### config.mk
export PLATFORM = sky130hd
export DESIGN_NAME = register_bank
export DESIGN_NICKNAME = d
export VERILOG_FILES = /design/src/rtl/register_bank_pkg.sv /design/src/rtl/reg_op_unit.sv /design/src/rtl/register_bank.sv
export SDC_FILE = /design/constraint.sdc
export NUM_CORES = 1
export LEC_CHECK = 0
export ABC_AREA = 0
export ABC_CLOCK_PERIOD_IN_PS = 10700
export BUFFER_PORTS_ARGS = -buffer_cell sky130_fd_sc_hd__buf_2
export CAP_MARGIN = 20
export CORE_ASPECT_RATIO = 1.2
export CORE_MARGIN = 2
export CORE_UTILIZATION = 48
export CTS_BUF_LIST = sky130_fd_sc_hd__clkbuf_8 sky130_fd_sc_hd__clkbuf_16
export CTS_CLUSTER_SIZE = 14
export DETAILED_ROUTE_END_ITERATION = 10
export PLACE_DENSITY = 0.73
export SLEW_MARGIN = 20
export SYNTH_ARGS = -nofsm -noshare
export SYNTH_HDL_FRONTEND = slang
export SYNTH_HIERARCHICAL = 1
export SYNTH_SLANG_ARGS = --single-unit
### constraint.sdc
create_clock -name clk -period 10.7 [get_ports clk]
set_input_delay 3.21 -clock clk [delete_from_list [all_inputs] [get_ports clk]]
set_output_delay 3.21 -clock clk [all_outputs]
set_load 0.01 [all_outputs]
### src/rtl/register_bank_pkg.sv
// Mode encodings and the write-result bundle shared by the register bank and its op unit.
// Result value is sized to the widest supported word; users take the low WIDTH bits.
package register_bank_pkg;

  localparam logic [2:0] MODE_NOP   = 3'd0;
  localparam logic [2:0] MODE_LOAD  = 3'd1;
  localparam logic [2:0] MODE_CLEAR = 3'd2;
  localparam logic [2:0] MODE_INC   = 3'd3;
  localparam logic [2:0] MODE_DEC   = 3'd4;
  localparam logic [2:0] MODE_SHL   = 3'd5;
  localparam logic [2:0] MODE_SHR   = 3'd6;
  localparam logic [2:0] MODE_RSVD  = 3'd7;

  localparam int MAX_WIDTH = 64;

  typedef struct packed {
    logic [MAX_WIDTH-1:0] value;
    logic                 carry;
    logic                 zero;
  } op_result_t;

endpackage

### src/rtl/reg_op_unit.sv
// Combinational write-path ALU: computes the new register value, carry and zero for one mode.
// NOP and the reserved code pass the old value through; illegal flags the reserved code.
module reg_op_unit
  import register_bank_pkg::*;
#(
  parameter int WIDTH = 16
) (
  input  logic [WIDTH-1:0] old_value,
  input  logic [WIDTH-1:0] wr_data,
  input  logic [2:0]       mode,
  output op_result_t       res,
  output logic             illegal
);

  logic [WIDTH-1:0] nv;
  logic [WIDTH:0]   sum;
  logic             cy;

  always_comb begin
    nv  = old_value;
    cy  = 1'b0;
    sum = '0;
    case (mode)
      MODE_LOAD:  nv = wr_data;
      MODE_CLEAR: nv = '0;
      MODE_INC: begin
        sum = {1'b0, old_value} + (WIDTH+1)'(1);
        nv  = sum[WIDTH-1:0];
        cy  = sum[WIDTH];
      end
      MODE_DEC: begin
        nv = old_value - WIDTH'(1);
        cy = (old_value == '0);
      end
      MODE_SHL: begin
        nv = {old_value[WIDTH-2:0], 1'b0};
        cy = old_value[WIDTH-1];
      end
      MODE_SHR: begin
        nv = {1'b0, old_value[WIDTH-1:1]};
        cy = old_value[0];
      end
      default: ;
    endcase
    res                  = '0;
    res.value[WIDTH-1:0] = nv;
    res.carry            = cy;
    res.zero             = (nv == '0);
  end

  assign illegal = (mode == MODE_RSVD);

endmodule

### src/rtl/register_bank.sv
// General-purpose register set: one load/clear/inc/dec/shift write and two write-first reads per cycle.
// Reads and status are registered (1-cycle latency); there is no back-pressure.
module register_bank
  import register_bank_pkg::*;
#(
  parameter int WIDTH   = 16,
  parameter int DEPTH   = 8,
  parameter bit ZERO_R0 = 1'b0,
  localparam int ADDR_W = $clog2(DEPTH)
) (
  input  logic              clk,
  input  logic              rst,
  input  logic              wr_en,
  input  logic [ADDR_W-1:0] wr_addr,
  input  logic [2:0]        wr_mode,
  input  logic [WIDTH-1:0]  wr_data,
  input  logic [ADDR_W-1:0] rd_addr_a,
  input  logic [ADDR_W-1:0] rd_addr_b,
  output logic [WIDTH-1:0]  rd_data_a,
  output logic [WIDTH-1:0]  rd_data_b,
  output logic              wr_done,
  output logic              flag_carry,
  output logic              flag_zero,
  output logic              err
);

  localparam logic [ADDR_W:0] DEPTH_L = (ADDR_W+1)'(DEPTH);

  logic [WIDTH-1:0] regs [DEPTH];
  logic [WIDTH-1:0] old_value, new_value, rd_next_a, rd_next_b;
  op_result_t       res;
  logic             illegal, addr_ok, accept, store, err_next;

  assign addr_ok   = ({1'b0, wr_addr} < DEPTH_L);
  assign old_value = addr_ok ? regs[wr_addr] : '0;

  reg_op_unit #(.WIDTH(WIDTH)) u_op (
    .old_value (old_value),
    .wr_data   (wr_data),
    .mode      (wr_mode),
    .res       (res),
    .illegal   (illegal)
  );

  assign new_value = res.value[WIDTH-1:0];

  generate
    if (WIDTH < MAX_WIDTH) begin : g_pad
      logic unused_hi;
      assign unused_hi = ^res.value[MAX_WIDTH-1:WIDTH];
    end
  endgenerate

  // A NOP never raises err, even when aimed at a nonexistent register.
  assign accept   = wr_en && addr_ok && !illegal && (wr_mode != MODE_NOP);
  assign store    = accept && !(ZERO_R0 && (wr_addr == '0));
  assign err_next = wr_en && (wr_mode != MODE_NOP) && (illegal || !addr_ok);

  // Register 0 under ZERO_R0 is never stored, so plain array reads already return 0 for it.
  always_comb begin
    rd_next_a = '0;
    rd_next_b = '0;
    if ({1'b0, rd_addr_a} < DEPTH_L)
      rd_next_a = (store && (rd_addr_a == wr_addr)) ? new_value : regs[rd_addr_a];
    if ({1'b0, rd_addr_b} < DEPTH_L)
      rd_next_b = (store && (rd_addr_b == wr_addr)) ? new_value : regs[rd_addr_b];
  end

  always_ff @(posedge clk or posedge rst) begin
    if (rst) begin
      for (int i = 0; i < DEPTH; i++) regs[i] <= '0;
      rd_data_a  <= '0;
      rd_data_b  <= '0;
      wr_done    <= 1'b0;
      flag_carry <= 1'b0;
      flag_zero  <= 1'b0;
      err        <= 1'b0;
    end else begin
      if (store) regs[wr_addr] <= new_value;
      rd_data_a <= rd_next_a;
      rd_data_b <= rd_next_b;
      wr_done   <= accept;
      err       <= err_next;
      if (accept) begin
        flag_carry <= res.carry;
        flag_zero  <= res.zero;
      end
    end
  end

endmodule

* Word level (Yosys, flattened, before mapping)
Cells that the tools add are included. Widths: inputs -> output; s select.
Cells by class: $lt $le $gt $ge 4, bitwise operators 3, equal/unequal tests 9, mux-type cells 16, reduce and logical (&&, ||, !) cells 11, add/sub/neg operators 2
Operators with widths (count):
- $bmux 16 s3 | 3
- $mux 16 | 9
- $bwmux 128 | 1
- $pmux 16 s6 | 1
- $demux 16 s3 | 1
- $logic_not 16->1 | 2
- $add 16x1->17 const B | 1
- $sub 16x1->16 const B | 1
- $eq 3x3->1 const B | 4
- $ge 4x4->1 const B | 3
- $not 3->4 | 3
- $logic_and 1x1->1 | 7
- $eq 3x2->1 const B | 2
- $eq 3x3->1 | 2
- $lt 4x1->1 const B | 1
- $pmux 1 s4 | 1
- $eq 3x1->1 const B | 1
- $reduce_bool 3->1 | 1
- $logic_not 1->1 | 1
Word-level totals: bits in registers 164, input bits 31, output and inout bits 36

* Depth between registers and ports, before layout
word-level depth 7, gate-level depth with buffers 15, gate-level depth less buffers 12

* Modules after synthesis
The synthesis kept the hierarchy.
By module, submodules not included:
- register_bank | area each 9472.8 um^2, cells each 552, times used 1
- reg_op_unit | area each 2003.2 um^2, cells each 315, times used 1

* Least setup slack after synthesis
OpenSTA, ideal clock, no wires.
path type input to register, from input wr_addr[1], to register flag_zero, required time 10.635 ns, library setup time 0.065 ns, slack 3.973 ns, arrival time 6.663 ns, stages 15, cells stage by stage buf_4 > buf_2 > mux4_2 > mux2_2 > buf_2 > inv_1 > ha_1 > or4b_1 > nor2_1 > a21o_1 > o211ai_1 > o21a_1 > or3_1 > nor4_2 > mux2_2
RTL lines:
- start, declared | line register_bank.sv:14 | input logic [ADDR_W-1:0] wr_addr,
- end signal, assigned | line register_bank.sv:86 | flag_zero <= res.zero;
- end, declared | line register_bank.sv:23 | output logic flag_zero,

==> impl_metrics.tcl <==
set metrics [dict create \
    status "completed" \
    rsz0062_at_grt "no" \
    clockRootBuffer "clkbuf_16" \
    max_freq_ghz 0.135 \
    ctsHoldBuffers 0 \
    grt_use_total_pct 24.1 \
    hold_path_end "flag_carry" \
    fp.dieW_um 143 \
    peakVddDrop_mv 0.0907 \
    gr-total-overflow 0 \
    hold_path_class "reg -> reg" \
    cts_made_buffers 17 \
    cp-start-kind "primary input" \
    critPathKind "in -> reg" \
    nets 859 \
    path_cells "buf_2 > buf_4 > mux4_2 > mux2_2 > inv_1 > ha_1 > or4b_1 > nor3_4 > a21o_1 > a21oi_1 > o22ai_1 > or3_1 > nor4_2 > mux2_2" \
    cap_violations 0 \
    drt_first_pass_iters 5 \
    drt_drc_violations_left 0 \
    start_util_pct 48.4 \
    num_antenna_cells 0 \
    slew_headroom_pct 25.9 \
    vias 7644 \
    rr_startpoint "regs[65]" \
    cp_common_cell "mux2_2" \
    min_period_ps 7380 \
    portBuffers 66 \
    dieArea_sq_um 24400 \
    crit_slowest_cell "o22ai_1" \
    grt_pass1_vias 7384 \
    drt-total-wl_mm 28.6 \
    drtAntennaViolNets 0 \
    cts_max_level 4 \
    synth_warnings 6 \
    worstHoldStart "flag_carry" \
    antenna_found_initial 0 \
    rows 61 \
    cp_data_arrival_time_ps 7720 \
    cp_top_family "multiplexers" \
    grt_start_max_net_pins 111 \
    dieHeight_um 171 \
    drt-initial-drc-count 733 \
    cts_tree "built" \
    worst_slew_pin_slew_ps 1110 \
    postCtsSetupBuffers 0 \
    post_cts_resize_count 0 \
    syn-instance-count 818 \
    setup_viol 0 \
    whs_path_depth 1 \
    dpl.hpwl_mm 17.3 \
    viasPerCell 6.62 \
    setup_tns_ps 0 \
    crit_fanout 23 \
    cts.clk_slew.worst_paths_ps 70 \
    crit_required_ps 11030 \
    wire_per_inst_um 24.8 \
    grt_pass1_wl_mm 43.7 \
    synth_nets 851 \
    hold_viol_final 0 \
    num_io_pins 67 \
    whs_ps 520 \
    power_density_nw_per_um2 233 \
    clock-sinks 164 \
    p_leak_nw 5.38 \
    finClkSkew_ps 9.74 \
    worst-path-buf-inv 3 \
    worst-r2r-cell-count 12 \
    clockBufferDepth 2 \
    syn_avg_cell_area_sq_um 13.6 \
    drv_slew 0 \
    critPathMaxStageDelay_ps 650 \
    finalCritPeriodShare_pct 69.0 \
    syn2layout_area_growth_pct 8.41 \
    r2r_setup_slack_ps 6810 \
    layout-drive-gt1-share_pct 42.3 \
    endpoint_kind "flop" \
    reg2reg_to "flag_zero" \
    clk_latency_ps 450 \
    place.gp.congestion 0.897 \
    coreArea_sq_um 23000 \
    synth_area_sq_um 11100 \
]
-- cell type report --
class                   count  area [sq um]
clock buffers              17           425
repair buffers             79           448
well taps                 315           394
fillers                  1856         10900
clock inverters            15           159
multi-input cells         554          6470
inverters                  10          42.5
flip-flops and latches    164          4100
-- flip-flops by register name (all words and copies together), names as in the netlist --
register / cells
err: 1
rd_data_b: 16
flag_carry: 1
flag_zero: 1
wr_done: 1
rd_data_a: 16
regs: 128
-- worst max path at each step --
stage	from	endpoint	slack, ps	depth (start not counted)
after floorplan	rst	err	3060	1
after global placement	wr_addr[1]	flag_zero	2950	14
after detailed placement	wr_addr[1]	flag_zero	2930	14
after CTS	wr_addr[1]	flag_zero	3390	14
after global routing	wr_addr[1]	flag_zero	3070	14
final	wr_addr[1]	flag_zero	3320	14
-- metrics by stage --
stage | total power [mW] | area, sq um | utilization [%] | cells | worst slack, ps
6_report | 2.81 | 12000 | 52.4 | 1154 | 3320
5_1_grt | 2.96 | 12000 | 52.4 | 1154 | 3070
2_1_floorplan | 1.91 | 11100 | - | 818 | 3060
4_1_cts | 2.81 | 12000 | 52.3 | 1153 | 3390
3_3_place_gp | 2.15 | 11400 | 49.7 | 1121 | 2950
3_5_place_dp | 2.18 | 11400 | 49.8 | 1121 | 2930
-- report_power, final --
part	total (mW)	switching, mW	internal [mW]
Combinational	1.13	0.500	0.630
Sequential	1.07	0.200	0.869
Clock	0.607	0.278	0.329
-- routing by layer --
metal | up-vias | GRT usage [%] | part of all wire, %
met5 | - | 0 | 0
met3 | 69 | 4.95 | 7.5
li1 | 3243 | - | -
met4 | 0 | 10.9 | 3.4
met1 | 3944 | 32.3 | 41
met2 | 388 | 38.0 | 48
-- placed cells by master, fill, tap and decap left out, types with 3 or more instances in the layout --
master,instances
clkinvlp_4,3
mux4_2,43
and2_1,4
inv_6,9
nand2b_1,5
and3_1,4
buf_2,66
a31o_2,3
nor3b_1,3
dfrtp_1,164
nor2b_1,11
o21a_1,6
clkbuf_16,17
o211ai_1,4
nand4_1,6
and4b_1,3
a21oi_1,30
mux4_1,53
nor2_1,22
o32ai_1,6
a21o_1,5
nor4_1,6
o221ai_1,5
mux2_2,155
inv_1,9
o211a_1,3
xnor2_1,10
o22ai_1,6
mux2_1,30
nand2_1,11
mux2_4,26
nand3b_1,5
nor3_1,9
o21ai_0,23
nand3_1,10
buf_4,12
-- worst reg2reg max path, delay by kind of cell (launching register included) --
| family | cells | cell delay [ps] |
|---|---|---|
| adders and majority gates | 1 | 200 |
| AOI/OAI and AO/OA | 3 | 880 |
| buffers and inverters | 1 | 80 |
| and+or+nand+nor | 4 | 1120 |
| muxes | 3 | 1090 |
| DFF | 1 | 420 |
Power figures use the tool's default switching activity.
